--- src/rtl/lm32_icache_refill_pkg.sv ---
// Shared constants, FSM encoding and sizing helper for the instruction-cache refill master.
package lm32_icache_refill_pkg;

    localparam logic [2:0] LM32_CTI_CLASSIC = 3'b000;
    localparam logic [2:0] LM32_CTI_BURST   = 3'b010;
    localparam logic [2:0] LM32_CTI_END     = 3'b111;
    localparam logic [1:0] LM32_BTE_LINEAR  = 2'b00;

    typedef enum logic [1:0] {
        LM32_ICR_STATE_IDLE  = 2'd0,
        LM32_ICR_STATE_BURST = 2'd1,
        LM32_ICR_STATE_DONE  = 2'd2
    } icr_state_e;

    // Number of bits needed to hold value: floor(log2(value)) + 1.
    function automatic int clogb2(input int value);
        int v;
        int r;
        v = value;
        r = 0;
        while (v > 0) begin
            v = v >> 1;
            r = r + 1;
        end
        return r;
    endfunction

endpackage

--- src/rtl/lm32_icache_refill_if.sv ---
// Instruction-side Wishbone bus between the refill master and the bus slave.
interface lm32_icache_refill_if;

    // Handshake: a beat completes on a rising clock edge where i_cyc_o & i_stb_o are high
    // and the slave raises i_ack_i or i_err_i; until then the master holds i_adr_o/i_cti_o stable.
    logic [31:0] i_adr_o;
    logic        i_cyc_o;
    logic        i_stb_o;
    logic [2:0]  i_cti_o;
    logic [1:0]  i_bte_o;
    logic [3:0]  i_sel_o;
    logic        i_we_o;
    logic [31:0] i_dat_i;
    logic        i_ack_i;
    logic        i_err_i;

    modport master (
        output i_adr_o, i_cyc_o, i_stb_o, i_cti_o, i_bte_o, i_sel_o, i_we_o,
        input  i_dat_i, i_ack_i, i_err_i
    );

    modport slave (
        input  i_adr_o, i_cyc_o, i_stb_o, i_cti_o, i_bte_o, i_sel_o, i_we_o,
        output i_dat_i, i_ack_i, i_err_i
    );

endinterface

--- src/rtl/lm32_icache_refill.sv ---
// Wishbone master that fetches one instruction-cache line as an incrementing burst
// and hands each word back to the cache with a one-cycle refill_ready strobe.
module lm32_icache_refill
    import lm32_icache_refill_pkg::*;
#(
    parameter int bytes_per_line = 16
) (
    input  logic                 clk_i,
    input  logic                 rst_i,
    input  logic                 refill_request,
    input  logic [31:2]          refill_address,
    output logic                 refill_ready,
    output logic [31:0]          refill_data,
    output logic                 bus_error,
    output icr_state_e           o_state,
    lm32_icache_refill_if.master i_bus
);

    localparam int WORDS       = bytes_per_line / 4;
    localparam int words_width = clogb2(bytes_per_line) - 1 - 2;
    localparam int CNT_W       = (words_width == 0) ? 1 : words_width;

    localparam logic [31:0]      LINE_MASK  = 32'(bytes_per_line - 1);
    localparam logic [CNT_W-1:0] CNT_LAST   = CNT_W'(WORDS - 1);
    localparam logic [CNT_W-1:0] CNT_PENULT = CNT_W'(WORDS - 2);

    icr_state_e       r_state;
    icr_state_e       w_state_next;
    logic             r_req_q;
    logic [CNT_W-1:0] r_cnt;
    logic [31:0]      r_adr;
    logic             r_cyc;
    logic [2:0]       r_cti;
    logic             r_ready;
    logic [31:0]      r_data;
    logic             r_bus_error;

    logic             w_start;
    logic             w_term;
    logic             w_last;
    logic             w_load;
    logic             w_beat;
    logic [31:0]      w_req_byte;

    assign w_start    = refill_request & ~r_req_q;
    assign w_term     = i_bus.i_ack_i | i_bus.i_err_i;
    assign w_last     = (r_cnt == CNT_LAST);
    assign w_req_byte = {refill_address, 2'b00};

    always_comb begin
        w_state_next = r_state;
        w_load       = 1'b0;
        w_beat       = 1'b0;
        case (r_state)
            LM32_ICR_STATE_IDLE: begin
                if (w_start) begin
                    w_load       = 1'b1;
                    w_state_next = LM32_ICR_STATE_BURST;
                end
            end
            LM32_ICR_STATE_BURST: begin
                if (w_term) begin
                    w_beat = 1'b1;
                    if (w_last) begin
                        w_state_next = LM32_ICR_STATE_DONE;
                    end
                end
            end
            LM32_ICR_STATE_DONE: w_state_next = LM32_ICR_STATE_IDLE;
            default:             w_state_next = LM32_ICR_STATE_IDLE;
        endcase
    end

    always_ff @(posedge clk_i) begin
        if (rst_i) begin
            r_state <= LM32_ICR_STATE_IDLE;
        end else begin
            r_state <= w_state_next;
        end
    end

    always_ff @(posedge clk_i) begin
        if (rst_i) begin
            r_req_q     <= 1'b0;
            r_cnt       <= '0;
            r_adr       <= 32'h0;
            r_cyc       <= 1'b0;
            r_cti       <= LM32_CTI_CLASSIC;
            r_ready     <= 1'b0;
            r_data      <= 32'h0;
            r_bus_error <= 1'b0;
        end else begin
            r_req_q <= refill_request;
            r_ready <= w_beat;
            if (w_load) begin
                r_adr       <= w_req_byte & ~LINE_MASK;
                r_cnt       <= '0;
                r_cyc       <= 1'b1;
                r_cti       <= (WORDS == 1) ? LM32_CTI_END : LM32_CTI_BURST;
                r_bus_error <= 1'b0;
            end
            // An error beat still returns a (zero) word so the cache always sees a full line.
            if (w_beat) begin
                r_data <= i_bus.i_err_i ? 32'h0 : i_bus.i_dat_i;
                if (i_bus.i_err_i) begin
                    r_bus_error <= 1'b1;
                end
                r_cnt <= r_cnt + 1'b1;
                r_adr <= (r_adr & ~LINE_MASK) | ((r_adr + 32'd4) & LINE_MASK);
                if (w_last) begin
                    r_cyc <= 1'b0;
                    r_cti <= LM32_CTI_CLASSIC;
                end else if ((WORDS > 1) && (r_cnt == CNT_PENULT)) begin
                    r_cti <= LM32_CTI_END;
                end
            end
        end
    end

    assign i_bus.i_adr_o = r_adr;
    assign i_bus.i_cyc_o = r_cyc;
    assign i_bus.i_stb_o = r_cyc;
    assign i_bus.i_cti_o = r_cti;
    assign i_bus.i_bte_o = LM32_BTE_LINEAR;
    assign i_bus.i_sel_o = 4'b1111;
    assign i_bus.i_we_o  = 1'b0;
    assign refill_ready  = r_ready;
    assign refill_data   = r_data;
    assign bus_error     = r_bus_error;
    assign o_state       = r_state;

endmodule

--- src/flat_wrapper.sv ---
// flat-port wrapper written by rule: the top's interface ports become plain ports
module lm32_icache_refill_flat import lm32_icache_refill_pkg::*;
#(
    parameter int bytes_per_line = 16
)
  (clk_i, rst_i, refill_request, refill_address, refill_ready, refill_data, bus_error, o_state, i_bus_i_adr_o, i_bus_i_cyc_o, i_bus_i_stb_o, i_bus_i_cti_o, i_bus_i_bte_o, i_bus_i_sel_o, i_bus_i_we_o, i_bus_i_dat_i, i_bus_i_ack_i, i_bus_i_err_i);
  lm32_icache_refill_if i_bus_i ();
  input  logic clk_i;
  input  logic rst_i;
  input  logic refill_request;
  input  logic [31:2] refill_address;
  output logic refill_ready;
  output logic [31:0] refill_data;
  output logic bus_error;
  output icr_state_e o_state;
  output wire logic [$bits(i_bus_i.i_adr_o)-1:0] i_bus_i_adr_o;
  output wire logic [$bits(i_bus_i.i_cyc_o)-1:0] i_bus_i_cyc_o;
  output wire logic [$bits(i_bus_i.i_stb_o)-1:0] i_bus_i_stb_o;
  output wire logic [$bits(i_bus_i.i_cti_o)-1:0] i_bus_i_cti_o;
  output wire logic [$bits(i_bus_i.i_bte_o)-1:0] i_bus_i_bte_o;
  output wire logic [$bits(i_bus_i.i_sel_o)-1:0] i_bus_i_sel_o;
  output wire logic [$bits(i_bus_i.i_we_o)-1:0] i_bus_i_we_o;
  input wire logic [$bits(i_bus_i.i_dat_i)-1:0] i_bus_i_dat_i;
  input wire logic [$bits(i_bus_i.i_ack_i)-1:0] i_bus_i_ack_i;
  input wire logic [$bits(i_bus_i.i_err_i)-1:0] i_bus_i_err_i;
  assign i_bus_i_adr_o = i_bus_i.i_adr_o;
  assign i_bus_i_cyc_o = i_bus_i.i_cyc_o;
  assign i_bus_i_stb_o = i_bus_i.i_stb_o;
  assign i_bus_i_cti_o = i_bus_i.i_cti_o;
  assign i_bus_i_bte_o = i_bus_i.i_bte_o;
  assign i_bus_i_sel_o = i_bus_i.i_sel_o;
  assign i_bus_i_we_o = i_bus_i.i_we_o;
  assign i_bus_i.i_dat_i = i_bus_i_dat_i;
  assign i_bus_i.i_ack_i = i_bus_i_ack_i;
  assign i_bus_i.i_err_i = i_bus_i_err_i;
  lm32_icache_refill #(.bytes_per_line(bytes_per_line)) u_core (.clk_i(clk_i), .rst_i(rst_i), .refill_request(refill_request), .refill_address(refill_address), .refill_ready(refill_ready), .refill_data(refill_data), .bus_error(bus_error), .o_state(o_state), .i_bus(i_bus_i));
endmodule
--- config.mk ---
export PLATFORM = sky130hd
export DESIGN_NAME = lm32_icache_refill_flat
export DESIGN_NICKNAME = d
export VERILOG_FILES = /design/src/rtl/lm32_icache_refill_pkg.sv /design/src/rtl/lm32_icache_refill_if.sv /design/src/rtl/lm32_icache_refill.sv /design/src/flat_wrapper.sv
export SDC_FILE = /design/constraint.sdc
export NUM_CORES = 1
export LEC_CHECK = 0
export CAP_MARGIN = 30
export CORE_MARGIN = 4
export CORE_UTILIZATION = 25
export CTS_CLUSTER_DIAMETER = 100
export DETAILED_ROUTE_END_ITERATION = 8
export GPL_ROUTABILITY_DRIVEN = 1
export PLACE_DENSITY = 0.67
export SYNTH_ARGS = -nofsm -noshare
export SYNTH_HDL_FRONTEND = slang
export SYNTH_SLANG_ARGS = --single-unit
--- constraint.sdc ---
create_clock -name clk_i -period 1.61 [get_ports clk_i]
set_input_delay 0.322 -clock clk_i [delete_from_list [all_inputs] [get_ports clk_i]]
set_output_delay 0.322 -clock clk_i [all_outputs]
set_load 0.02 [all_outputs]
==> results by group <==
Placed design
  • DP Area: 4050 um2
  • Port bufs: 135
  • Final HPWL DP: 5350 um
  • Gpl congestion: 0.780
  • Post-Place Cells: 469
  • Place WS: -0.324 ns

Drt
  • Antenna viol nets, final: 0
  • Vias: 2170
  • DRC: 0
  • DR WL/cell: 15.0 um
  • Pre-antenna DRT Iters: 4
  • Routed WL: 7280 um
  • Starting DRC count in detailed routing: 115
  • Detailed-route vias per instance: 4.47

Logic synthesis
  • Most common library cells after synthesis: dfxtp_1, a22o_1, buf_4, buf_2, nor2_1
  • Top cell type's share of synthesized area: 59.3%
  • Mapped Cells: 204
  • Yosys warns: 0
  • Main combinational cell family by area after synthesis: compound AO/OA/AOI/OAI gates
  • Ys async rst share: 0%
  • Compound-Gate Fraction of Synth Area: 25.8%
  • Synth Area in Simple Gates: 7.52%
  • Synth area leaders: dfxtp_1, a22o_1, buf_4
  • Adder-cell share of the synthesized area: 0.508%
  • EDFF count, synth: 0
  • Synthesized area per cell: 12.1 um2
  • Synth area leader: dfxtp_1
  • Area of the mapped netlist: 2460 um2
  • Most common cell in the synthesized netlist: dfxtp_1
  • Mux share of post-synthesis cell area: 0%
  • Post-Synth XOR/XNOR Area: 0%
  • Post-synth top flop: dfxtp_1
  • Synthesized flop and latch total: 73
  • Synth cell types: 31
  • Sequential area share after synthesis: 59.3%

Layout
  • Fraction of layout cells with a size suffix above 1: 11.2%
  • Final core occ: 44.4%
  • Total Nets Final: 419
  • Area growth from synthesis to layout: 69.7%
  • Final instance area: 4180 um2
  • Finished Layout Cells: 485
  • Ant diodes: 0

Clock tree
  • Root buf cell: clkbuf_8
  • Total CTS buffers: 9
  • CTS tree: built
  • CTS Buffer Depth: 2
  • Clock transition at the registers of the reported paths: 0.08 ns
  • Post-CTS setup buffer count: 0
  • Cts hold-fix bufs: 0
  • Clk_lat worst skew: 0.34 ns
  • H-tree Lvls: 3
  • Clock Sinks: 73

Timing
  • Final setup viols: 0
  • Max Slew Vio Count: 0
  • Fin Clk Skew: 0.00964 ns
  • Tcrit/Tclk final: 98.2%
  • Unrepaired setup endpoints after global routing: no
  • Fmax: 632 MHz
  • Worst setup margin: 0.0282 ns
  • Final worst path period need: 1.58 ns
  • Fin. Hold Viols: 0
  • Min Hold Slack: 0.475 ns

Setup path
  • Worst reg2reg path depth: 4
  • Critical Path RT: 1.85 ns
  • Critical path class: in2reg
  • Crit path launch type: primary input
  • Arr. time, crit path: 1.82 ns
  • Crit path capture type: flip-flop
  • CP Max Fanout: 7

GRT
  • Largest net degree at the start of global routing: 33
  • Initial antenna violation count: 0
  • GRT Util Overall: 12.6%
  • Grt total ovfl: 0
  • First-pass GRT wire length: 11500 um
  • Vias in the first global route: 2252

Power and ir drop
  • Maximum vdd drop: 0.368 mV
  • Pwr Density: 961 nW/um2
  • Leak pwr: 1.99 nW

Floorplanning
  • Initial core utilization: 26.2%
  • Num rows: 35
  • I/O Pins: 147
  • Core area: 9420 um2
  • Die width: 107 um
  • Die footprint: 11500 um2
  • Die height: 107 um

Min path
  • Worst hold path depth: 1
  • HP Class: reg2reg

Outcome
  • Status: complete, no violations

Flow run
  • Max-cap violations: 0
-- metal layers --
layer | wire length [um] | share of wire (%) | global-route usage, %
met5 | 0 | 0 | 0
met4 | 68 | 0.93 | 3.56
met3 | 749 | 10 | 5.84
met2 | 3310 | 45 | 20.2
met1 | 3150 | 43 | 15.0
-- cell families (layout without fill, tap and decap cells) --
| family | Yosys count | in the layout |
|---|---|---|
| compound gates | 77 | 77 |
| fa+ha+maj | 1 | 1 |
| buf+inv | 25 | 170 |
| flops | 73 | 73 |
| other cells | 2 | 9 |
| simple gates | 26 | 26 |
-- critical path: stages --
cell             delay [ns]
clkdlybuf4s50_1        0.48
or4b_1                 0.56
buf_4                  0.22
a22oi_1                0.18
nor2_1                 0.06
-- through the flow --
| stage | total power, mW | TNS, ns |
|---|---|---|
| finish | 4.01 | 0 |
| global route | 4.20 | 0 |
| CTS | 4.07 | 0 |
| detailed placement | 2.64 | -10.96 |
| global placement | 2.63 | -10.40 |
| floorplan | 2.26 | 0 |
-- power by group --
group          total, mW  switching (mW)  internal (mW)
Clock               1.47           0.710          0.761
Sequential          1.93          0.0425           1.88
Combinational      0.618           0.294          0.324
Total               4.01            1.05           2.97
-- cells in the final DEF (no fill, tap or decap), drive strengths merged, types with 4 or more instances in the layout --
| cell | n |
|---|---|
| clkdlybuf4s50 | 64 |
| a21oi | 5 |
| dlymetal6s2s | 4 |
| nor2 | 8 |
| buf | 19 |
| dfxtp | 73 |
| a22o | 60 |
| clkbuf | 10 |
| dlygate4sd2 | 67 |
| conb | 9 |
| o211ai | 4 |
-- layout make-up --
class                      instances  area (um2)
timing repair buffer             154        1470
tap                              129         161
sequential                        73        1460
clock inverter                     6        66.3
clock buffer                      10         138
multi-input combinational        113         881
fill                             915        5240
-- path summary, 6_finish.rpt --
kind	start	to	slack, ns
max reg2reg	u_core.o_state[1]	u_core.bus_error	0.10
max	refill_request	u_core.bus_error	0.03
min	u_core.refill_data[9]	u_core.refill_data[9]	0.47
min reg2reg	u_core.refill_data[9]	u_core.refill_data[9]	0.47
-- registers in the layout, summed over array words and instances (netlist names) --
signal,flops
u_core.refill_data,32
u_core.i_bus.i_adr_o,30
u_core.i_bus.i_cti_o,3
u_core.o_state,2
u_core.r_cnt,2
u_core.bus_error,1
u_core.i_bus.i_cyc_o,1
u_core.r_req_q,1
u_core.refill_ready,1
-- repair_timing --
action / in CTS / in global routing
endpoints found under the setup margin: 67 / 4
resized for setup: 67 / 4
endpoints found under the hold margin: 0 / 0
Note: power is estimated with default switching activity, not from simulation.
